[config.mk]
export PLATFORM = sky130hd
export DESIGN_NAME = pwm_seq_flat
export DESIGN_NICKNAME = d
export VERILOG_FILES = /design/src/rtl/pwm_seq_pkg.sv /design/src/rtl/pwm_seq_if.sv /design/src/rtl/pwm_seq_chan.sv /design/src/rtl/pwm_seq.sv /design/src/flat_wrapper.sv
export SDC_FILE = /design/constraint.sdc
export NUM_CORES = 1
export LEC_CHECK = 0
export CORE_ASPECT_RATIO = 1.25
export CORE_UTILIZATION = 60
export CTS_CLUSTER_DIAMETER = 50
export CTS_CLUSTER_SIZE = 30
export DETAILED_ROUTE_END_ITERATION = 7
export PLACE_DENSITY = 0.85
export SYNTH_ARGS = -nofsm -noshare
export SYNTH_HDL_FRONTEND = slang
export SYNTH_SLANG_ARGS = --single-unit
[constraint.sdc]
create_clock -name clk -period 3.04 [get_ports clk]
set_clock_uncertainty 0.2 [all_clocks]
set_input_delay 0.76 -clock clk [delete_from_list [all_inputs] [get_ports clk]]
set_output_delay 0.76 -clock clk [all_outputs]
set_load 0.01 [all_outputs]
[src/rtl/pwm_seq_pkg.sv]
// Shared types and helpers for the pwm_seq PWM sequencer.
package pwm_seq_pkg;

    typedef enum logic [0:0] {
        ST_IDLE = 1'b0,
        ST_RUN  = 1'b1
    } state_t;

    // Width needed to hold values 0..value-1; never narrower than one bit.
    function automatic int clog2_f(input int value);
        int w;
        w = 1;
        while ((1 << w) < value) w++;
        return w;
    endfunction

    // Channel c of a table entry is {dir, duty} starting at bit c*(duty_w+1).
    function automatic int ent_lsb(input int c, input int duty_w);
        return c * (duty_w + 1);
    endfunction

    function automatic int dir_ofs(input int duty_w);
        return duty_w;
    endfunction

endpackage

[src/rtl/pwm_seq_if.sv]
// Host-side control, table-write and H-bridge output bundle of pwm_seq.
interface pwm_seq_if #(
    parameter int N_CH   = 2,
    parameter int DUTY_W = 8,
    parameter int ADDR_W = 4
);
    localparam int ENT_W = N_CH * (DUTY_W + 1);

    logic              start;
    logic              stop;
    logic              loop_en;
    logic [ADDR_W-1:0] end_addr;
    logic              wr_en;
    logic [ADDR_W-1:0] wr_addr;
    logic [ENT_W-1:0]  wr_data;
    logic [N_CH-1:0]   spd;
    logic [N_CH-1:0]   dir;
    logic              busy;
    logic              done;
    logic [ADDR_W-1:0] cur_addr;

    modport master (
        output start, stop, loop_en, end_addr, wr_en, wr_addr, wr_data,
        input  spd, dir, busy, done, cur_addr
    );

    modport slave (
        input  start, stop, loop_en, end_addr, wr_en, wr_addr, wr_data,
        output spd, dir, busy, done, cur_addr
    );

endinterface

[src/rtl/pwm_seq_chan.sv]
// One PWM channel: shadow duty/dir, dead window on reversal, registered spd/dir.
module pwm_chan
    import pwm_seq_pkg::*;
#(
    parameter int DUTY_W       = 8,
    parameter int PCNT_W       = 8,
    parameter int DEAD_PERIODS = 1
) (
    input  logic              clk,
    input  logic              rst,
    input  logic              load,
    input  logic              per_end,
    input  logic              run_cyc,
    input  logic [PCNT_W-1:0] pcnt,
    input  logic [DUTY_W-1:0] ld_duty,
    input  logic              ld_dir,
    output logic              spd,
    output logic              dir
);
    localparam int CW     = (PCNT_W > DUTY_W) ? PCNT_W : DUTY_W;
    localparam int DEAD_W = clog2_f(DEAD_PERIODS + 1);

    logic [DUTY_W-1:0] duty;
    logic              dir_pend;
    logic [DEAD_W-1:0] dead;
    logic              cmp;

    // Common width makes duty >= PERIOD read as constant high instead of wrapping.
    assign cmp = CW'(pcnt) < CW'(duty);

    always_ff @(posedge clk or posedge rst) begin
        if (rst) begin
            duty     <= '0;
            dir_pend <= 1'b0;
            dead     <= '0;
            dir      <= 1'b0;
            spd      <= 1'b0;
        end else begin
            spd <= run_cyc && (dead == '0) && cmp;
            if (load) begin
                duty     <= ld_duty;
                dir_pend <= ld_dir;
                if (ld_dir != dir) begin
                    if (DEAD_PERIODS == 0) dir <= ld_dir;
                    else                   dead <= DEAD_W'(DEAD_PERIODS);
                end else begin
                    dead <= '0;
                end
            end else if (!run_cyc) begin
                dead <= '0;
            end else if (per_end && (dead != '0)) begin
                dead <= dead - 1'b1;
                if (dead == DEAD_W'(1)) dir <= dir_pend;
            end
        end
    end

endmodule

[src/rtl/pwm_seq.sv]
// Multi-channel PWM sequencer: table register file, playback FSM and period/step counters.
//   state   | meaning
//   ST_IDLE | outputs low, waiting for start; dir holds its last value
//   ST_RUN  | pcnt/scnt counting, table entries applied step by step
module pwm_seq
    import pwm_seq_pkg::*;
#(
    parameter int N_CH         = 2,
    parameter int DUTY_W       = 8,
    parameter int PERIOD       = 200,
    parameter int STEP_DIV     = 50,
    parameter int DEAD_PERIODS = 1,
    parameter int DEPTH        = 16
) (
    input logic       clk,
    input logic       rst,
    pwm_seq_if.slave  bus
);
    localparam int ADDR_W = clog2_f(DEPTH);
    localparam int ENT_W  = N_CH * (DUTY_W + 1);
    localparam int PCNT_W = clog2_f(PERIOD);
    localparam int SCNT_W = clog2_f(STEP_DIV);
    localparam logic [PCNT_W-1:0] PCNT_LAST = PCNT_W'(PERIOD - 1);
    localparam logic [SCNT_W-1:0] SCNT_LAST = SCNT_W'(STEP_DIV - 1);

    logic [ENT_W-1:0]  tbl [DEPTH];
    state_t            state;
    logic [PCNT_W-1:0] pcnt;
    logic [SCNT_W-1:0] scnt;
    logic [ADDR_W-1:0] cur_addr;
    logic              busy;
    logic              done;

    logic [ADDR_W-1:0] end_eff;
    logic [ADDR_W-1:0] next_addr;
    logic [ADDR_W-1:0] load_addr;
    logic [ENT_W-1:0]  load_ent;
    logic              running;
    logic              per_end;
    logic              step_end;
    logic              last_step;
    logic              finish;
    logic              load;
    logic              run_cyc;
    logic [N_CH-1:0]   spd_c;
    logic [N_CH-1:0]   dir_c;

    if ((1 << ADDR_W) == DEPTH) begin : g_pow2
        assign end_eff = bus.end_addr;
    end else begin : g_clamp
        localparam logic [ADDR_W-1:0] ADDR_LAST = ADDR_W'(DEPTH - 1);
        assign end_eff = (bus.end_addr > ADDR_LAST) ? ADDR_LAST : bus.end_addr;
    end

    always_comb begin
        running   = (state == ST_RUN);
        per_end   = running && (pcnt == PCNT_LAST);
        step_end  = per_end && (scnt == SCNT_LAST);
        last_step = (cur_addr == end_eff);
        finish    = step_end && last_step && !bus.loop_en && !bus.stop;
        next_addr = last_step ? '0 : cur_addr + 1'b1;
        load_addr = running ? next_addr : '0;
        load      = running ? (step_end && !bus.stop && !finish)
                            : (bus.start && !bus.stop);
        run_cyc   = running && !bus.stop && !finish;
        // Same-edge write is not yet visible here, so a colliding load sees old data.
        load_ent  = tbl[load_addr];
    end

    always_ff @(posedge clk) begin
        if (bus.wr_en) tbl[bus.wr_addr] <= bus.wr_data;
    end

    always_ff @(posedge clk or posedge rst) begin
        if (rst) begin
            state    <= ST_IDLE;
            pcnt     <= '0;
            scnt     <= '0;
            cur_addr <= '0;
            busy     <= 1'b0;
            done     <= 1'b0;
        end else begin
            done <= 1'b0;
            case (state)
                ST_IDLE: begin
                    if (bus.start && !bus.stop) begin
                        state    <= ST_RUN;
                        busy     <= 1'b1;
                        cur_addr <= '0;
                        pcnt     <= '0;
                        scnt     <= '0;
                    end
                end
                ST_RUN: begin
                    if (bus.stop || finish) begin
                        state <= ST_IDLE;
                        busy  <= 1'b0;
                        done  <= finish;
                        pcnt  <= '0;
                        scnt  <= '0;
                    end else begin
                        pcnt <= per_end ? '0 : pcnt + 1'b1;
                        if (per_end)  scnt     <= step_end ? '0 : scnt + 1'b1;
                        if (step_end) cur_addr <= next_addr;
                    end
                end
                default: state <= ST_IDLE;
            endcase
        end
    end

    for (genvar c = 0; c < N_CH; c++) begin : g_chan
        pwm_chan #(
            .DUTY_W      (DUTY_W),
            .PCNT_W      (PCNT_W),
            .DEAD_PERIODS(DEAD_PERIODS)
        ) u_chan (
            .clk    (clk),
            .rst    (rst),
            .load   (load),
            .per_end(per_end),
            .run_cyc(run_cyc),
            .pcnt   (pcnt),
            .ld_duty(load_ent[ent_lsb(c, DUTY_W) +: DUTY_W]),
            .ld_dir (load_ent[ent_lsb(c, DUTY_W) + dir_ofs(DUTY_W)]),
            .spd    (spd_c[c]),
            .dir    (dir_c[c])
        );
    end

    assign bus.spd      = spd_c;
    assign bus.dir      = dir_c;
    assign bus.busy     = busy;
    assign bus.done     = done;
    assign bus.cur_addr = cur_addr;

endmodule

[src/flat_wrapper.sv]
// flat-port wrapper written by rule: the top's interface ports become plain ports
module pwm_seq_flat import pwm_seq_pkg::*;
#(
    parameter int N_CH         = 2,
    parameter int DUTY_W       = 8,
    parameter int PERIOD       = 200,
    parameter int STEP_DIV     = 50,
    parameter int DEAD_PERIODS = 1,
    parameter int DEPTH        = 16
)
  (clk, rst, bus_start, bus_stop, bus_loop_en, bus_end_addr, bus_wr_en, bus_wr_addr, bus_wr_data, bus_spd, bus_dir, bus_busy, bus_done, bus_cur_addr);
  pwm_seq_if #(.N_CH(N_CH), .DUTY_W(DUTY_W), .ADDR_W((3))) bus_i ();
  input logic clk;
  input logic rst;
  input wire logic [$bits(bus_i.start)-1:0] bus_start;
  input wire logic [$bits(bus_i.stop)-1:0] bus_stop;
  input wire logic [$bits(bus_i.loop_en)-1:0] bus_loop_en;
  input wire logic [$bits(bus_i.end_addr)-1:0] bus_end_addr;
  input wire logic [$bits(bus_i.wr_en)-1:0] bus_wr_en;
  input wire logic [$bits(bus_i.wr_addr)-1:0] bus_wr_addr;
  input wire logic [$bits(bus_i.wr_data)-1:0] bus_wr_data;
  output wire logic [$bits(bus_i.spd)-1:0] bus_spd;
  output wire logic [$bits(bus_i.dir)-1:0] bus_dir;
  output wire logic [$bits(bus_i.busy)-1:0] bus_busy;
  output wire logic [$bits(bus_i.done)-1:0] bus_done;
  output wire logic [$bits(bus_i.cur_addr)-1:0] bus_cur_addr;
  assign bus_i.start = bus_start;
  assign bus_i.stop = bus_stop;
  assign bus_i.loop_en = bus_loop_en;
  assign bus_i.end_addr = bus_end_addr;
  assign bus_i.wr_en = bus_wr_en;
  assign bus_i.wr_addr = bus_wr_addr;
  assign bus_i.wr_data = bus_wr_data;
  assign bus_spd = bus_i.spd;
  assign bus_dir = bus_i.dir;
  assign bus_busy = bus_i.busy;
  assign bus_done = bus_i.done;
  assign bus_cur_addr = bus_i.cur_addr;
  pwm_seq #(.N_CH(N_CH), .DUTY_W(DUTY_W), .PERIOD(PERIOD), .STEP_DIV(STEP_DIV), .DEAD_PERIODS(DEAD_PERIODS), .DEPTH(DEPTH)) u_core (.clk(clk), .rst(rst), .bus(bus_i));
endmodule
==> metrics.yaml <==
floorplanning:
  die_width_um: 107
  core.rowCount: 47
  ios: 39
  start_util_pct: 62.0
  die_h_um: 133
  fp.dieArea_um2: 14300
  core_um2: 13300
grt:
  grtUsageTotal_pct: 26.0
  antenna_found_initial: 0
  grt_pass1_vias: 5411
  gr-total-overflow: 0
  grt_pass1_wl_um: 27700
  grt_max_degree: 45
drt:
  vias_per_cell: 6.41
  num_vias: 5309
  wl_per_cell_um: 20.9
  route.detailed.drc: 0
  drtAntennaViolNets: 0
  wirelength_um: 17300
  initialDrtViolationCount: 457
  dr.pass1.iters: 5
final_layout:
  finish.net_count: 692
  area_delta_synth_final_pct: 15.1
  num_antenna_cells: 0
  final_cell_mix: "edfxtp_1 (144), nor2_1 (49), dfrtp_1 (44)"
  filler_cell_count: 793
  drive_gt1_share_pct: 17.2
  final_common_cell: "edfxtp_1"
sta:
  fin_crit_sh_pct: 93.6
  setup_tns_ns: 0
  relSlewSlack_pct: 57.6
  tightest_slew_ns: 0.620
  maxSlewViolCount: 0
  fmax_ghz: 0.352
  rsz0062_at_grt: "false"
  period_needed_ns: 2.84
  hold_viol: 0
  worst_slack_ns: 0.195
  setup_viol: 0
critical_path:
  critPathKind: "input pin to register"
  crit_top_cell: "buf_4"
  crit_required_ns: 3.19
  worstPathMaxFanout: 6
  worst_path_max_delay_cell: "a2111oi_0"
  crit_family: "compound AO/OA/AOI/OAI gates"
  path_buf_inv: 3
  cpPeakStageDelay_ns: 0.56
  cp_cell_sequence: "clkdlybuf4s50_1, xor2_1, or4_1, buf_4, o31ai_1, buf_4, a2111oi_0, o21a_1"
  start_kind: "input pin"
  worstPathArrival_ns: 2.99
  end_kind: "register"
worst_hold_path:
  hold_path.class: "register to register"
logic_synthesis:
  synth_edf_count: 144
  yosys_register_bits: 189
  synth_simple_gate_area_share_pct: 8.87
  synth.distinct_cells: 56
  syn_nets: 639
  synth_xor_area_share_pct: 1.04
  syn_inst: 591
  synth_compound_area_share_pct: 11.4
  syn_area_um2: 8280
  async_reset_ff_share_pct: 23.8
  avgSynthCellArea_um2: 14.0
  yosysSeqAreaShare_pct: 65.8
  synth_adder_area_share_pct: 2.72
  yosys-mux-area-fraction_pct: 6.80
  yosysWarnings: 0
  synth_top_family_by_area: "compound AO/OA/AOI/OAI gates"
  synth_flop_cell: "edfxtp_1"
clock_network:
  cts-htree-levels: 4
  cts_setup_buffers: 0
  cts_resized: 0
  clk_root_buffer_cell: "clkbuf_16"
  insertion_delay_ns: 0.42
  hold_buffers: 0
  cts_tree: "done"
  clk_pin_slew_ns: 0.07
  cts_num_sinks: 189
  cts_made_buffers: 17
  clk_path_buf_depth: 2
placed_design:
  pre_cts_slack_ns: -0.102
  hpwl_um: 11000
  gp_congestion: 0.868
  port_buffers: 38
power:
  finalPower_w: 0.00618
  ir_worst_vdd_mv: 0.368
  power.density_nw_per_um2: 649
  cellLeakagePower_nw: 3.51
outcome:
  status: "completed"
job:
  maxCapViolations: 0
synth_stat cells (2+ instances only):
library cell | number | share of area (%)
edfxtp_1 | 144 | 52
nor2_1 | 49 | 2.2
dfrtp_1 | 45 | 14
nand2_1 | 41 | 1.9
a21oi_1 | 39 | 2.4
o21ai_0 | 20 | 1.2
o221ai_1 | 20 | 2.1
and3_1 | 19 | 1.4
ha_1 | 18 | 2.7
inv_1 | 18 | 0.82
mux2_2 | 18 | 2.4
clkbuf_1 | 17 | 0.77
a22o_1 | 16 | 1.7
mux4_2 | 16 | 4.4
nand3_1 | 10 | 0.60
buf_4 | 8 | 0.73
nand2b_1 | 8 | 0.60
nor3_1 | 7 | 0.42
a21o_1 | 6 | 0.54
buf_2 | 6 | 0.36
xor2_1 | 6 | 0.63
buf_6 | 4 | 0.54
o21bai_1 | 4 | 0.36
o31ai_1 | 4 | 0.36
a221oi_1 | 3 | 0.32
o21a_1 | 3 | 0.27
o22ai_1 | 3 | 0.23
or2_2 | 3 | 0.23
a2111oi_0 | 2 | 0.21
a211oi_1 | 2 | 0.18
buf_1 | 2 | 0.091
nand4b_1 | 2 | 0.21
nor2b_1 | 2 | 0.15
o211ai_1 | 2 | 0.18
o21ai_1 | 2 | 0.12
xnor2_1 | 2 | 0.21
flip-flops by register name, indices dropped and copies added, names as in the netlist:
register	flops
u_core.bus.busy	1
u_core.bus.done	1
u_core.g_chan.u_chan.spd	2
u_core.g_chan.u_chan.duty	16
u_core.g_chan.u_chan.dir	2
u_core.g_chan.u_chan.dir_pend	2
u_core.running	1
u_core.pcnt	8
u_core.cur_addr	4
u_core.g_chan.u_chan.dead	2
u_core.scnt	6
u_core.tbl	144
area by class of cell:
cell class | instances | area, um2 | area share [%]
inverter | 18 | 67.6 | 0.709
clock buffer | 18 | 429 | 4.50
clock inverter | 14 | 119 | 1.25
timing repair buffer | 72 | 673 | 7.06
multi-input combinational | 346 | 2570 | 27.0
tap | 171 | 214 | 2.25
sequential | 189 | 5450 | 57.2
worst paths after layout:
path | cells past startpoint | start | slack (ns) | endpoint
worst max-delay path | 8 | bus_end_addr[0] | 0.20 | u_core.g_chan[0].u_chan.spd
worst min-delay path | 2 | u_core.g_chan[0].u_chan.dir_pend | 0.29 | u_core.g_chan[0].u_chan.dir_pend
max in group asynchronous | 3 | rst | 1.73 | u_core.cur_addr[0]
worst max register to register | 8 | u_core.pcnt[1] | 0.35 | u_core.cur_addr[3]
min in group asynchronous | 2 | rst | 0.34 | u_core.scnt[0]
worst min register to register | 2 | u_core.g_chan[0].u_chan.dir_pend | 0.29 | u_core.g_chan[0].u_chan.dir_pend
per-stage QoR:
step | hold WS (ns) | util (%) | instances | area (um2)
after floorplan | 0.246 | - | 591 | 8280
after global placement | 0.260 | 67.3 | 796 | 8980
after detailed placement | 0.278 | 67.3 | 796 | 8980
after CTS | 0.294 | 71.4 | 828 | 9530
after global routing | 0.317 | 71.4 | 828 | 9530
final | 0.289 | 71.4 | 828 | 9530
worst reg2reg max path, stage by stage (launching register included):
cell and delay, ns:
dfrtp_1 0.48, ha_1 0.27, nand4bb_1 0.15, or4_4 0.55, o31a_1 0.33, buf_12 0.18, buf_4 0.16, o21ai_1 0.15
o31ai_2 0.09
metal layers:
metal / share of wire, % / global-route usage, % / routed length (um) / up-vias
li1: - / - / - / 2361
met3: 6.0 / 4.40 / 1040 / 39
met1: 38 / 32.4 / 6650 / 2663
met4: 2.4 / 9.82 / 416 / 0
met2: 53 / 45.4 / 9200 / 246
met5: 0 / 0 / 0 / -
cells by family (layout without fill, tap and decap cells):
logic type | Yosys count | in the layout
AO/OA/AOI/OAI | 134 | 134
XOR/XNOR | 9 | 9
adder cells (fa/ha/maj) | 18 | 18
buffers and inverters | 56 | 122
flip-flops | 189 | 189
multiplexers | 34 | 34
AND/OR/NAND/NOR | 151 | 151
power breakdown:
part / internal (W) / switching (W)
Sequential: 0.00294 / 0.0000982
Clock: 0.00113 / 0.000941
Combinational: 0.000491 / 0.000587
Note: power is estimated with default switching activity, not from simulation.
